===== src/rtl/adj_eq_monitor.sv =====
// Purpose: adjacent-bit equality monitor with OR/AND reduction, saturating hit count and run alarm.
// Latency: 1 cycle from accepted sample to out_valid/f/pair_eq; hit_cnt and alarm update on the same edge.
// Backpressure: none; every in_valid cycle is accepted, out_valid is a single-cycle pulse per sample.
module adj_eq_monitor #(
    parameter int WIDTH   = 4,
    parameter int RUN_LEN = 3,
    parameter int CNT_W   = 8
) (
    input  logic             clk,
    input  logic             rst,
    input  logic             in_valid,
    input  logic [WIDTH-1:0] in_data,
    input  logic             mode,
    input  logic             clr,
    output logic             out_valid,
    output logic             f,
    output logic [WIDTH-2:0] pair_eq,
    output logic [CNT_W-1:0] hit_cnt,
    output logic             alarm
);

    localparam int RUN_W = $clog2(RUN_LEN + 1);

    typedef enum logic [1:0] {
        IDLE  = 2'd0,
        RUN   = 2'd1,
        ALARM = 2'd2
    } state_t;

    state_t             state_q, state_d;
    logic [RUN_W-1:0]   run_q, run_d;
    logic [CNT_W-1:0]   cnt_q, cnt_d;
    logic               out_valid_q;
    logic               f_q, f_d;
    logic [WIDTH-2:0]   pair_q, pair_d;
    logic               hit;

    // Per-pair XNOR of the incoming sample and its mode-selected reduction.
    always_comb begin
        pair_d = '0;
        for (int i = 0; i < WIDTH - 1; i++) begin
            pair_d[i] = ~(in_data[i+1] ^ in_data[i]);
        end
        f_d = mode ? (&pair_d) : (|pair_d);
        hit = in_valid & f_d;
    end

    // Run FSM next state; clr wins over any sample, idle cycles leave the run untouched.
    always_comb begin
        state_d = state_q;
        run_d   = run_q;
        if (clr) begin
            state_d = IDLE;
            run_d   = '0;
        end else if (in_valid) begin
            unique case (state_q)
                IDLE: begin
                    if (hit) begin
                        run_d   = RUN_W'(1);
                        state_d = (RUN_LEN == 1) ? ALARM : RUN;
                    end
                end
                RUN: begin
                    if (hit) begin
                        run_d = run_q + RUN_W'(1);
                        if ((run_q + RUN_W'(1)) == RUN_W'(RUN_LEN)) begin
                            state_d = ALARM;
                        end
                    end else begin
                        run_d   = '0;
                        state_d = IDLE;
                    end
                end
                ALARM: begin
                    state_d = ALARM;
                end
                default: begin
                    state_d = IDLE;
                    run_d   = '0;
                end
            endcase
        end
    end

    // Saturating hit counter; clr discards any hit in the same cycle.
    always_comb begin
        cnt_d = cnt_q;
        if (clr) begin
            cnt_d = '0;
        end else if (hit && (cnt_q != {CNT_W{1'b1}})) begin
            cnt_d = cnt_q + CNT_W'(1);
        end
    end

    // Run tracking and hit counter state.
    always_ff @(posedge clk or posedge rst) begin
        if (rst) begin
            state_q <= IDLE;
            run_q   <= '0;
            cnt_q   <= '0;
        end else begin
            state_q <= state_d;
            run_q   <= run_d;
            cnt_q   <= cnt_d;
        end
    end

    // Result registers: out_valid follows in_valid, f/pair_eq load only on accepted samples.
    always_ff @(posedge clk or posedge rst) begin
        if (rst) begin
            out_valid_q <= 1'b0;
            f_q         <= 1'b0;
            pair_q      <= '0;
        end else begin
            out_valid_q <= in_valid;
            if (in_valid) begin
                f_q    <= f_d;
                pair_q <= pair_d;
            end
        end
    end

    assign out_valid = out_valid_q;
    assign f         = f_q;
    assign pair_eq   = pair_q;
    assign hit_cnt   = cnt_q;
    assign alarm     = (state_q == ALARM);

endmodule


===== config.mk =====
export PLATFORM = sky130hd
export DESIGN_NAME = adj_eq_monitor
export DESIGN_NICKNAME = d
export VERILOG_FILES = /design/src/rtl/adj_eq_monitor.sv
export SDC_FILE = /design/constraint.sdc
export NUM_CORES = 1
export LEC_CHECK = 0
export ABC_AREA = 1
export CAP_MARGIN = 5
export CORE_ASPECT_RATIO = 0.9
export CORE_UTILIZATION = 47
export DETAILED_ROUTE_END_ITERATION = 10
export HOLD_SLACK_MARGIN = 0.06
export PLACE_DENSITY = 0.87
export SETUP_SLACK_MARGIN = 0.4
export SLEW_MARGIN = 5
export SYNTH_ARGS = -nofsm -noshare
export SYNTH_HDL_FRONTEND = slang
export SYNTH_SLANG_ARGS = --single-unit

===== constraint.sdc =====
create_clock -name clk -period 3.6 [get_ports clk]
set_input_delay 0.36 -clock clk [delete_from_list [all_inputs] [get_ports clk]]
set_output_delay 0.36 -clock clk [all_outputs]
set_load 0.02 [all_outputs]

==> results of run 1 <==
-- flip-flops by register name (all words and copies together) (netlist names) --
name,count
run_q,2
f,1
out_valid,1
hit_cnt,8
pair_eq,3
state_q,2
-- critical path, stage by stage (launching register included) --
cell and delay, ns:
dfrtp_1 0.45, nor2_1 0.18, clkdlybuf4s50_1 0.63
-- worst min-delay path by stage --
| stage | startpoint | cells past startpoint | to |
|---|---|---|---|
| 2_1_floorplan | rst | 1 | f$_DFFE_PP0P_ |
| 3_3_place_gp | run_q[1]$_DFFE_PP0P_ | 2 | run_q[1]$_DFFE_PP0P_ |
| 3_5_place_dp | f$_DFFE_PP0P_ | 2 | f$_DFFE_PP0P_ |
| 4_1_cts | rst | 2 | hit_cnt[7]$_DFFE_PP0P_ |
| 5_1_grt | rst | 2 | hit_cnt[7]$_DFFE_PP0P_ |
| 6_report | rst | 2 | hit_cnt[7]$_DFFE_PP0P_ |
-- cells by family after synthesis --
kind of cell	Yosys count
AND/OR/NAND/NOR	87
buffers and inverters	19
flip-flops	17
AO/OA/AOI/OAI	7
XOR/XNOR	5
adder cells (fa/ha/maj)	2
-- synthesized netlist by cell type --
master     instances  area [um2]
buf_4              1        7.51
nor3_1             1        5.00
nand2_1           46         173
inv_4              1        6.26
buf_2              1        5.00
a21oi_4            1        16.3
o21ai_0            4        20.0
nand4_1            2        12.5
inv_1             14        52.6
nor2_1            15        56.3
nand2_4            3        33.8
inv_2              2        7.51
nand2_2            2        12.5
nand3_1           17        85.1
ha_1               2        25.0
or2_0              1        6.26
dfrtp_1           17         425
a21oi_1            1        5.00
o2111ai_1          1        8.76
xor2_1             5        43.8
-- per-stage QoR --
step	area, um2	total power, W	util (%)
after floorplan	1010	0.000303	-
after global placement	1250	0.000346	63.2
after detailed placement	1250	0.000351	63.2
after CTS	1270	0.000457	64.6
after global routing	1270	0.000482	64.6
final	1270	0.000454	64.6
-- per-layer routing --
| layer | vias to the layer above | global-route usage [%] | wire [um] |
|---|---|---|---|
| met5 | - | 0 | 0 |
| met4 | 0 | 10.0 | 36 |
| met3 | 5 | 5.00 | 63 |
| met2 | 15 | 32.0 | 938 |
| met1 | 415 | 29.6 | 1010 |
| li1 | 477 | - | - |
-- power breakdown --
part / total [W] / leakage, nW / internal, W / switching, W
clock: 0.000105 / 0.0177 / 0.0000415 / 0.0000638
sequential: 0.000225 / 0.224 / 0.000208 / 0.0000172
combinational: 0.000123 / 0.418 / 0.0000491 / 0.0000740
total: 0.000454 / 0.660 / 0.000299 / 0.000155
-- layout make-up --
class / instances / area share (%)
Multi-Input combinational cell: 101 / 39.5
Timing Repair Buffer: 22 / 17.3
Clock buffer: 3 / 1.77
Sequential cell: 17 / 33.4
Inverter: 17 / 5.21
Clock inverter: 1 / 0.393
Tap cell: 25 / 2.46
==> flow_summary.ini, run 1 <==
[finish]
most-common-layout-cells = 46 x nand2_1, 22 x clkdlybuf4s50_1, 17 x nand3_1, 17 x dfrtp_1, 15 x nor2_1
area_growth_pct = 26.5
seqCellArea_um2 = 425
final_net_count = 173
finalNonFillerCells = 186
multi_input_area_um2 = 503
n_fill_cell = 167
diodes = 0
final_common_cell = nand2_1
drive_gt1_share_pct = 8.07

[worst_setup_path]
end_kind = output pin
rr_endpoint = hit_cnt[4]$_DFFE_PP0P_
rr_worst_depth = 10
cp-start-kind = flip-flop
cp_max_fo = 5
reg2reg_slack_ns = 2.04
critPathLaunch = state_q[0]$_DFFE_PP0P_
reg2reg_from = hit_cnt[0]$_DFFE_PP0P_
required_ns = 3.24
endpoint = alarm
critPathKind = reg -> out
crit_arrival_ns = 1.56

[clock_network]
path_clk_slew_ns = 0.11
cts_max_level = 1
cts_hold_buffers = 0
cts_root_buffer = clkbuf_4
clock_latency_ns = 0.31
cts_num_sinks = 17
cts_made_buffers = 3
cts_tree = done
cts_resized = 0
clk_path_buf_depth = 2
cts_setup_buffers = 0

[die]
die_h_um = 45.9
die-area_um2 = 2330
start_util_pct = 51.1
coreArea_um2 = 1970
die-width_um = 50.8
ios = 23
rows = 15

[global_route]
track_usage_pct = 21.4
grt_max_degree = 18
overflow = 0
antenna_found_initial = 0
grt_pass1_vias = 803
grt_pass1_wl_mm = 3.53

[pwr]
powerDensity_nw_per_um2 = 356
vdd_drop_max_mv = 0.275
p_leak_nw = 0.660

[sta]
drv_slew = 0
fin_worst_skew_ns = 0.0102
max_freq_mhz = 520
rsz0062_at_grt = false
min_period_over_period_pct = 53.4
setup_slack_ns = 1.68
hold_viol = 0
hold_ws_ns = 0.421
tightest_slew_ns = 0.630
setup_tns_ns = 0
slew_headroom_pct = 58.0
setup_viol = 0
final.min_clock_period_ns = 1.92

[detailed_routing]
num_vias = 912
drc = 0
antenna_left = 0
drt_iter0_drc = 37
drtPass1Iterations = 4
wl_mm = 2.05
wire_per_inst_um = 11.0
via_per_inst = 4.90

[yosys]
ys_seq_elements = 17
synth_compound_area_share_pct = 4.97
synth-xor-area-share_pct = 4.35
netlist_area_um2 = 1010
synth_nets = 148
muxShareOfSynthArea_pct = 0
synth_top_family_by_area = simple AND/OR/NAND/NOR gates
synth-simple-area-share_pct = 38.1
synth_cells = 137
synth_fa_ha_area_share_pct = 2.48
yosys_warnings = 0
ys_seq_area_share_pct = 42.2
ys_types = 20
synth_area_per_cell_um2 = 7.35

[job]
max_cap_violations = 0

[place]
portBuffers = 22
place_ws_ns = 1.70
gp_congestion = 0.823
placed_cells = 182
dp_hpwl_mm = 1.61

[hold_path]
hold_class = in -> async

[outcome]
status = finished, final reports clean
Power figures use the tool's default switching activity.
==> run 2: changes to the inputs <==
==> constraint.sdc (replaced) <==
create_clock -name clk -period 1.88 [get_ports clk]
set_input_delay 0.188 -clock clk [delete_from_list [all_inputs] [get_ports clk]]
set_output_delay 0.188 -clock clk [all_outputs]
set_load 0.02 [all_outputs]
==> flow_summary.ini, run 2 (same netlist as run 1, synthesis figures left out) <==
[outcome]
status = finished, final reports clean

[global_route]
track_usage_pct = 23.0
grt_max_degree = 18
overflow = 0
antenna_found_initial = 0
grt_pass1_vias = 906
grt_pass1_wl_mm = 3.84

[finish]
most-common-layout-cells = 43 x nand2_1, 17 x nand3_1, 15 x dfrtp_1
final_net_count = 177
final_common_cell = nand2_1
area_growth_pct = 31.1
drive_gt1_share_pct = 15.2
largest_register_ffs = 8
finalNonFillerCells = 190
diodes = 0
post-route-util_pct = 67.0

[sta]
max_freq_mhz = 679
tightest_slew_ns = 0.636
setup_tns_ns = 0
setup_slack_ns = 0.408
hold_viol = 0
final.min_clock_period_ns = 1.47
min_period_over_period_pct = 78.3
drv_slew = 0
setup_viol = 0
fin_worst_skew_ns = 0.00124
slew_headroom_pct = 57.6
rsz0062_at_grt = true

[detailed_routing]
drtPass1Iterations = 4
via_per_inst = 4.97
num_vias = 945
antenna_left = 0
wl_mm = 2.26
drt_iter0_drc = 50
drc = 0
wire_per_inst_um = 11.9

[hold_path]
hold_class = in -> async

[clock_network]
cts_num_sinks = 17
path_clk_slew_ns = 0.09
cts_tree = done
cts_hold_buffers = 0
cts_root_buffer = clkbuf_4
clk_path_buf_depth = 2
cts_max_level = 1
clock_latency_ns = 0.29
cts_made_buffers = 3

[pwr]
power_w = 0.000867
powerDensity_nw_per_um2 = 657
p_leak_nw = 0.740
vdd_drop_max_mv = 0.492

[place]
dp_hpwl_mm = 1.64
gp_congestion = 0.848
placed_cells = 182
portBuffers = 22
place_ws_ns = 0.151

[die]
die_h_um = 45.9
die-area_um2 = 2330
die-width_um = 50.8
coreArea_um2 = 1970
rows = 15
start_util_pct = 51.1
ios = 23

[worst_setup_path]
end_kind = flip-flop
reg2reg_slack_ns = 0.41
critPathKind = reg -> reg
rr_endpoint = hit_cnt[7]$_DFFE_PP0P_
crit_arrival_ns = 1.66
rr_worst_depth = 10
required_ns = 2.07
cp-start-kind = flip-flop
cp_max_fo = 5
reg2reg_from = hit_cnt[1]$_DFFE_PP0P_

[job]
max_cap_violations = 0
-- run 2: cell count changes in the layout (fill, tap and decap cells not counted), sizes merged --
cell and change:
dlymetal6s2s +3, dlygate4sd2 +7, clkinv -1, buf +3, clkdlybuf4s50 -11, clkbuf +2, nand2 +1
-- run 2: cell type report --
cell class / count / area (um2)
timing repair buffer: 25 / 236
inverter: 17 / 66.3
tap: 25 / 31.3
clock buffer: 4 / 26.3
multi-input combinational: 102 / 532
sequential: 17 / 428
fill: 165 / 651
-- run 2: how the worst max path moves through the flow --
stage	start	end	cells past startpoint
5_1_grt	hit_cnt[1]$_DFFE_PP0P_	hit_cnt[4]$_DFFE_PP0P_	10
3_5_place_dp	in_data[1]	hit_cnt[7]$_DFFE_PP0P_	13
4_1_cts	hit_cnt[6]$_DFFE_PP0P_	hit_cnt[6]	1
3_3_place_gp	in_data[1]	hit_cnt[2]$_DFFE_PP0P_	13
6_report	hit_cnt[1]$_DFFE_PP0P_	hit_cnt[7]$_DFFE_PP0P_	10
2_1_floorplan	hit_cnt[0]$_DFFE_PP0P_	hit_cnt[0]$_DFFE_PP0P_	10
-- run 2: metal layers --
layer	vias up	global-route usage [%]	wire, um	share of wire, %
met5	-	0	0	0
met4	0	10.0	37	1.6
met3	4	5.00	120	5.3
met2	30	37.6	1050	46
met1	422	29.8	1050	47
li1	489	-	-	-
-- run 2: through the flow --
step | hold WS, ns | instance area (um2)
after floorplan | 0.114 | 1010
after global placement | 0.461 | 1250
after detailed placement | 0.481 | 1250
after CTS | 0.287 | 1300
after global routing | 0.332 | 1320
final | 0.265 | 1320
-- run 2: what timing repair did --
action                                  4_1_cts  5_1_grt
gates resized for setup                      12        8
pin swaps                                     2        3
setup buffers                                 2        1
hold endpoints to repair                      0        0
gates cloned                                  1        0
endpoints found under the setup margin       16       14
-- run 2: worst max-delay path, cell delays in order, from the launching register on --
cell     delay [ns]
dfrtp_2        0.41
ha_4           0.16
nand2_2        0.06
inv_2          0.06
nand4_1        0.11
nor2_2         0.15
nand2_2        0.10
nand2_4        0.12
nand2_4        0.07
nand2_1        0.07
nand2_1        0.05
-- run 2: report_power, final --
group	internal, W	leakage [nW]	switching, W
Clock	0.0000828	0.0150	0.000112
Combinational	0.0000957	0.504	0.000145
Sequential	0.000399	0.221	0.0000317
Total	0.000578	0.740	0.000289
==> run 3: changes to the inputs <==
==> constraint.sdc (replaced) <==
create_clock -name clk -period 1.4 [get_ports clk]
set_input_delay 0.14 -clock clk [delete_from_list [all_inputs] [get_ports clk]]
set_output_delay 0.14 -clock clk [all_outputs]
set_load 0.02 [all_outputs]
==> flow_summary.ini, run 3 (same netlist as run 1, synthesis figures left out) <==
[die]
rows = 15
coreArea_um2 = 1970
die-area_um2 = 2330
die_h_um = 45.9
die-width_um = 50.8
ios = 23
start_util_pct = 51.1

[sta]
setup_tns_ns = -1.38
slew_headroom_pct = 85.2
fin_worst_skew_ns = 0.00570
max_freq_mhz = 620
final.min_clock_period_ns = 1.61
setup_viol = 8
tightest_slew_ns = 0.220
drv_slew = 0
rsz0062_at_grt = true
min_period_over_period_pct = 115
setup_slack_ns = -0.212
hold_viol = 0

[clock_network]
clk_path_buf_depth = 2
cts_root_buffer = clkbuf_4
cts_num_sinks = 17
path_clk_slew_ns = 0.10
cts_max_level = 1
cts_made_buffers = 3
cts_tree = done
clock_latency_ns = 0.30

[outcome]
status = complete, but fails checks
violations = negative setup slack

[detailed_routing]
drc = 0
wire_per_inst_um = 16.9
num_vias = 1210
drtPass1Iterations = 4
highest-signal-layer = met4
drt_iter0_drc = 62
wl_met1_mm = 1.31
via_per_inst = 5.48
antenna_left = 0
wl_met2_mm = 1.93
wl_mm = 3.74
met3_length_um = 258

[job]
max_cap_violations = 0

[worst_setup_path]
reg2reg_slack_ns = -0.21
rr_worst_depth = 9
crit_arrival_ns = 1.85
end_kind = flip-flop
cp-start-kind = flip-flop
required_ns = 1.64
critPathLaunch = hit_cnt[0]$_DFFE_PP0P_
rr_endpoint = hit_cnt[7]$_DFFE_PP0P_
reg2reg_from = hit_cnt[0]$_DFFE_PP0P_
critPathKind = reg -> reg
cp_max_fo = 5

[hold_path]
min_to = out_valid$_DFF_PP0_
min_from = in_valid
worstHoldPathCells = 2
hold_class = in -> reg

[finish]
final_cell_area_um2 = 1680
diodes = 0
final_net_count = 208
finalNonFillerCells = 221
largest_register_ffs = 8
most-common-layout-cells = 39 x nand2_1, 25 x buf_4, 20 x buf_6
post-route-util_pct = 85.4
final_common_cell = nand2_1
area_growth_pct = 67.1
drive_gt1_share_pct = 50.0

[place]
place_area_um2 = 1400
dp_hpwl_mm = 1.98
portBuffers = 22
gp_congestion = 0.944
placed_cells = 197

[pwr]
vdd_drop_max_mv = 0.840
p_leak_nw = 0.897
powerDensity_nw_per_um2 = 827

[global_route]
grt_pass1_wl_mm = 4.91
overflow = 0
antenna_found_initial = 0
grt_max_degree = 12
grt_pass1_vias = 1059
track_usage_pct = 29.8
==> run 3: cell types whose count changed in the layout (fill, tap and decap cells not counted), sizes merged <==
cell,change
clkbuf,-1
clkinv,+1
buf,+44
dlygate4sd3,+1
clkdlybuf4s50,-9
dlygate4sd2,-7
clkdlybuf4s15,+2
==> run 3: where the power goes <==
group | internal [W] | switching (W) | total (W) | leakage [nW]
clock | 0.000106 | 0.000159 | 0.000265 | 0.0177
sequential | 0.000537 | 0.0000461 | 0.000583 | 0.215
combinational | 0.000247 | 0.000297 | 0.000544 | 0.665
total | 0.000890 | 0.000502 | 0.00139 | 0.897
==> run 3: timing repair <==
item | 4_1_cts | 5_1_grt
gates resized for setup | 94 | 36
cloned | 1 | 0
endpoints found under the setup margin | 27 | 34
hold endpoints to repair | 4 | 0
pin swaps | 5 | 13
setup buffers | 9 | 9
hold buffers | 1 | 0
==> run 3: layout make-up <==
class                           count  area (um2)
Timing Repair Buffer               56         517
Inverter                           17        66.3
Sequential cell                    17         433
Fill cell                          90         288
Clock buffer                        3        22.5
Clock inverter                      1        5.00
Tap cell                           25        31.3
Multi-Input combinational cell    102         608
==> run 3: worst max-delay path by stage <==
stage / depth (start not counted) / endpoint / slack [ns]
2_1_floorplan: 10 / hit_cnt[0]$_DFFE_PP0P_ / -0.03
3_3_place_gp: 9 / hit_cnt[0]$_DFFE_PP0P_ / -0.19
3_5_place_dp: 9 / hit_cnt[6]$_DFFE_PP0P_ / -0.26
4_1_cts: 10 / hit_cnt[7]$_DFFE_PP0P_ / 0.002
5_1_grt: 9 / hit_cnt[7]$_DFFE_PP0P_ / -0.26
6_report: 9 / hit_cnt[7]$_DFFE_PP0P_ / -0.21
==> run 3: metrics by stage <==
| step | total power, W | setup slack [ns] | hold WS [ns] |
|---|---|---|---|
| 4_1_cts | 0.00129 | 0.00250 | 0.308 |
| 6_report | 0.00139 | -0.212 | 0.197 |
| 2_1_floorplan | 0.000807 | -0.0274 | 0.0659 |
| 3_3_place_gp | 0.000969 | -0.190 | 0.358 |
| 3_5_place_dp | 0.000988 | -0.264 | 0.361 |
| 5_1_grt | 0.00145 | -0.265 | 0.183 |
==> run 3: critical path: stages, from the launching register on <==
cell	delay [ns]
dfrtp_2	0.41
ha_4	0.15
nand2_2	0.05
inv_2	0.06
nand4_1	0.16
nor2_2	0.22
nand2_2	0.11
nand2_2	0.15
nand3_1	0.15
nand2_2	0.09
==> run 3: per-layer routing <==
| layer | global-route usage [%] | vias up |
|---|---|---|
| met5 | 0 | - |
| met4 | 10.0 | 0 |
| met3 | 5.00 | 26 |
| met2 | 55.5 | 80 |
| met1 | 35.3 | 554 |
| li1 | - | 550 |
